File: src/rtl/output_port_4.sv
// Serial output port: loads a byte on Lo4, shifts it out LSB first with ready, then waits for ack.
// Optional even-parity bit after the data byte when OUTPUT_PORT_4_PARITY_EN is defined.
module output_port_4 #(
  parameter int BIT_TICKS = 1
) (
  input  logic       CLK,
  input  logic       CLR,
  input  logic [7:0] WBUS,
  input  logic       Lo4,
  input  logic       ack,
  output logic       serial_out,
  output logic       ready,
  output logic       busy,
  output logic       done,
  output logic       overrun
);

  localparam logic [1:0] IDLE     = 2'd0;
  localparam logic [1:0] SHIFT    = 2'd1;
  localparam logic [1:0] WAIT_ACK = 2'd3;
`ifdef OUTPUT_PORT_4_PARITY_EN
  localparam logic [1:0] PARITY   = 2'd2;
`endif
  localparam logic [7:0] TICK_LAST = 8'(BIT_TICKS - 1);

  logic [1:0] state_reg, state_next;
  logic [7:0] shift_reg, shift_next;
  logic [7:0] tick_reg, tick_next;
  logic [2:0] bit_reg, bit_next;
  logic       done_reg, done_next;
  logic       overrun_reg, overrun_next;
  logic       bit_end;
`ifdef OUTPUT_PORT_4_PARITY_EN
  logic       parity_reg, parity_next;
`endif

  assign bit_end = (tick_reg == TICK_LAST);

  always_comb begin
    state_next   = state_reg;
    shift_next   = shift_reg;
    tick_next    = tick_reg;
    bit_next     = bit_reg;
    done_next    = 1'b0;
    overrun_next = overrun_reg;
`ifdef OUTPUT_PORT_4_PARITY_EN
    parity_next  = parity_reg;
`endif
    case (state_reg)
      IDLE: begin
        if (Lo4) begin
          shift_next   = WBUS;
          tick_next    = '0;
          bit_next     = '0;
          overrun_next = 1'b0;
          state_next   = SHIFT;
`ifdef OUTPUT_PORT_4_PARITY_EN
          parity_next  = ^WBUS;
`endif
        end
      end
      SHIFT: begin
        if (bit_end) begin
          tick_next  = '0;
          shift_next = {1'b0, shift_reg[7:1]};
          if (bit_reg == 3'd7) begin
`ifdef OUTPUT_PORT_4_PARITY_EN
            state_next = PARITY;
`else
            state_next = WAIT_ACK;
`endif
          end else begin
            bit_next = bit_reg + 3'd1;
          end
        end else begin
          tick_next = tick_reg + 8'd1;
        end
      end
`ifdef OUTPUT_PORT_4_PARITY_EN
      PARITY: begin
        if (bit_end) begin
          tick_next  = '0;
          state_next = WAIT_ACK;
        end else begin
          tick_next = tick_reg + 8'd1;
        end
      end
`endif
      WAIT_ACK: begin
        if (ack) begin
          state_next = IDLE;
          done_next  = 1'b1;
        end
      end
      default: state_next = IDLE;
    endcase
    // A load request while a frame is in progress is dropped but remembered.
    if (Lo4 && (state_reg != IDLE)) overrun_next = 1'b1;
  end

  always_ff @(posedge CLK or posedge CLR) begin
    if (CLR) begin
      state_reg   <= IDLE;
      shift_reg   <= '0;
      tick_reg    <= '0;
      bit_reg     <= '0;
      done_reg    <= 1'b0;
      overrun_reg <= 1'b0;
`ifdef OUTPUT_PORT_4_PARITY_EN
      parity_reg  <= 1'b0;
`endif
    end else begin
      state_reg   <= state_next;
      shift_reg   <= shift_next;
      tick_reg    <= tick_next;
      bit_reg     <= bit_next;
      done_reg    <= done_next;
      overrun_reg <= overrun_next;
`ifdef OUTPUT_PORT_4_PARITY_EN
      parity_reg  <= parity_next;
`endif
    end
  end

  assign busy    = (state_reg != IDLE);
  assign done    = done_reg;
  assign overrun = overrun_reg;

`ifdef OUTPUT_PORT_4_PARITY_EN
  assign ready      = (state_reg == SHIFT) || (state_reg == PARITY);
  assign serial_out = (state_reg == SHIFT)  ? shift_reg[0] :
                      (state_reg == PARITY) ? parity_reg : 1'b0;
`else
  assign ready      = (state_reg == SHIFT);
  assign serial_out = (state_reg == SHIFT) ? shift_reg[0] : 1'b0;
`endif

endmodule

File: config.mk
export PLATFORM = sky130hd
export DESIGN_NAME = output_port_4
export DESIGN_NICKNAME = d
export VERILOG_FILES = /design/src/rtl/output_port_4.sv
export SDC_FILE = /design/constraint.sdc
export NUM_CORES = 1
export LEC_CHECK = 0
export BUFFER_PORTS_ARGS = -buffer_cell sky130_fd_sc_hd__buf_2
export CORE_ASPECT_RATIO = 0.6
export CORE_MARGIN = 3
export CORE_UTILIZATION = 55
export DETAILED_ROUTE_END_ITERATION = 10
export GPL_TIMING_DRIVEN = 0
export PLACE_DENSITY = 0.77
export SETUP_SLACK_MARGIN = 0.05
export SLEW_MARGIN = 25
export SYNTH_ARGS = -nofsm -noshare
export SYNTH_HDL_FRONTEND = slang
export SYNTH_SLANG_ARGS = --single-unit
File: constraint.sdc
create_clock -name CLK -period 2.2 [get_ports CLK]
set_input_delay 0.33 -clock CLK [delete_from_list [all_inputs] [get_ports CLK]]
set_output_delay 0.33 -clock CLK [all_outputs]
set_load 0.005 [all_outputs]
==> results.py <==
metrics = {
    "status": {
        "outcome": "finished clean",
    },
    "drt": {
        "drtIter0Drc": 61,
        "wirelength_um": 2358,
        "met1Wirelength_um": 1044,
        "route.detailed.drc": 0,
        "top_layer": "met4",
        "num_vias": 932,
        "wl_met2_um": 1128,
        "dr_wl_met3_um": 159,
        "vias_per_cell": 5.718,
        "dr.pass1.iters": 4,
        "ant_nets": 0,
        "routedWlPerCell_um": 14.47,
    },
    "die": {
        "start_util_pct": 61.37,
        "die_area_um2": 2773,
        "placementRows": 12,
        "io_pins": 17,
        "core_um2": 1937,
        "fp.dieH_um": 42.01,
        "die_w_um": 66.02,
    },
    "critical_path": {
        "path_cells": "nand2b_1, buf_2, inv_1, and2_1, buf_2",
        "worstPathMaxFanout": 10,
        "rr_startpoint": "tick_reg[0]",
        "r2r_cells": 6,
        "path_delay_family": "buffers and inverters",
        "worst-setup-path-type": "reg -> out",
        "slowest_delay_ps": 460,
        "critical_path.startpoint_type": "flip-flop",
        "timing.rr.end": "bit_reg[2]",
        "crit_path_end_kind": "output pin",
        "slowest_stage": "dfrtp_1",
        "path_buf_inv": 3,
        "r2r_setup_slack_ps": 410,
        "critical_path_arrival_ps": 1550,
        "cpMostUsedCell": "buf_2",
        "cp.required_ps": 1870,
    },
    "global_routing": {
        "grt_pass1_wl_um": 3905,
        "grt_overflow_total": 0,
        "antenna_found_initial": 0,
        "grt_pass1_vias": 838,
        "grtUsageTotal_pct": 18.85,
        "grt_max_degree": 24,
    },
    "power_and_ir_drop": {
        "max-vdd-ir-drop_v": 0.0005245,
        "leakage_nw": 0.6302,
        "finalPower_mw": 1.359,
        "p_per_area_nw_per_um2": 1022,
    },
    "cts": {
        "cts_tree": "done",
        "root_buffer": "clkbuf_4",
        "clk_pin_slew_worst_paths_ps": 130,
        "cts_hold_buf": 0,
        "clockBufferDepth": 2,
        "cts_buffers": 3,
        "cts.sinks": 23,
        "cts_resized": 0,
        "htreeDepth": 1,
        "post_cts_buffers": 0,
        "clk-insertion-delay-late_ps": 320,
    },
    "layout": {
        "syn2layout_area_growth_pct": 11.90,
        "multi_input_area_um2": 571.8,
        "final_common_cell": "dfrtp_1",
        "final_cell_mix": "23 x dfrtp_1, 19 x buf_2, 11 x nor2_1",
        "antennaDiodeCount": 0,
        "fill_cells": 152,
        "post-route-util_pct": 68.67,
        "final_layout_size_suffix_gt1_share_pct": 22.96,
        "seqCellArea_um2": 575.6,
        "fin_nets": 152,
        "design_area_um2": 1330,
    },
    "synth": {
        "synth.top_cell.area_share_pct": 48.42,
        "ys_ff_latch": 23,
        "syn_inst": 115,
        "synth-simple-area-share_pct": 18.84,
        "yosysWarnings": 0,
        "syn_avg_cell_area_um2": 10.34,
        "muxShareOfSynthArea_pct": 7.789,
        "ys_types": 34,
        "synth_top_family_by_area": "simple AND/OR/NAND/NOR gates",
        "synth.largest_area_cell": "dfrtp_1",
        "synth_compound_area_share_pct": 14.32,
        "netlist_area_um2": 1189,
        "synth_adder_area_share_pct": 4.211,
        "synthTopCellsByArea": "dfrtp_1 48%, mux2i_1 5.9%, ha_1 4.2%",
        "ys_seq_area_share_pct": 48.42,
        "synth_edf_count": 0,
        "synthXorXnorAreaFrac_pct": 2.947,
        "synthArstFlopShare_pct": 100.0,
        "synth_nets": 131,
        "ys.flop_type": "dfrtp_1",
    },
    "placement": {
        "io_buffers": 16,
        "pre_cts_slack_ps": 434.4,
        "gp_congestion": 0.7955,
        "dp_hpwl_um": 1714,
        "placed_area_um2": 1304,
    },
    "timing": {
        "drv_slew": 0,
        "hold_viol_final": 0,
        "setup_tns_ps": 0,
        "worst_slack_ps": 316.9,
        "worst_pin_slew_ps": 867.8,
        "max_freq_ghz": 0.5310,
        "finalClockSkew_ps": 8.190,
        "min_period_ps": 1883,
        "post-route-period-util_pct": 85.60,
        "slew_headroom_pct": 42.08,
        "finalSetupViolations": 0,
        "rsz0062_at_grt": "no",
    },
    "flow_run": {
        "maxCapViolations": 0,
    },
    "hold_path": {
        "hold_path_class": "in -> async",
    },
}
-- per-stage QoR --
| stage | hold WS [ps] | std cells |
|---|---|---|
| floorplan | 331.9 | 115 |
| global placement | 475.6 | 159 |
| global route | 219.2 | 163 |
| detailed placement | 482.3 | 159 |
| CTS | 191.4 | 163 |
| finish | 162.1 | 163 |
-- power by group --
group / switching (mW) / total (mW) / internal (mW)
clock network: 0.132 / 0.203 / 0.0711
registers: 0.117 / 0.670 / 0.553
logic: 0.255 / 0.487 / 0.231
total: 0.504 / 1.36 / 0.855
-- Yosys cell counts, types with 2 or more instances --
cell	count
o21ai_0	8
nand3_1	4
and3_1	4
inv_1	6
nand2_1	7
and2_1	3
a311o_1	2
mux2_2	2
o21ai_1	8
buf_2	3
a31oi_1	2
nor2_1	11
dfrtp_1	23
xor2_1	2
ha_1	4
mux2i_1	7
xnor2_1	2
-- cells by family after synthesis --
logic type                 Yosys count
adders and majority gates            4
and+or+nand+nor                     38
muxes                                9
AOI/OAI and AO/OA                   27
DFF                                 23
xor gates and xnor gates             4
buffers and inverters               10
-- metal layers --
metal  vias to the layer above  track usage, %
met5                         -               0
met4                         0           3.644
met3                         4           5.630
met2                        28           29.48
met1                       449           26.26
li1                        451               -
-- how the worst max path moves through the flow --
stage                       from    endpoint  slack [ps]  depth (start not counted)
finish              state_reg[1]  serial_out         320                          5
global route        state_reg[1]  serial_out         250                          5
CTS                 state_reg[1]  serial_out         320                          5
detailed placement   tick_reg[0]  bit_reg[2]         430                          6
global placement     tick_reg[0]  bit_reg[2]         470                          6
floorplan            tick_reg[0]  bit_reg[2]         610                          6
-- final cells by class --
type | instances | area share, %
Tap cell | 28 | 2.634
Inverter | 6 | 1.693
Multi-Input combinational cell | 82 | 42.99
Sequential cell | 23 | 43.27
Clock buffer | 4 | 1.976
Timing Repair Buffer | 16 | 6.021
Buffer | 4 | 1.411
Note: power is estimated with default switching activity, not from simulation.
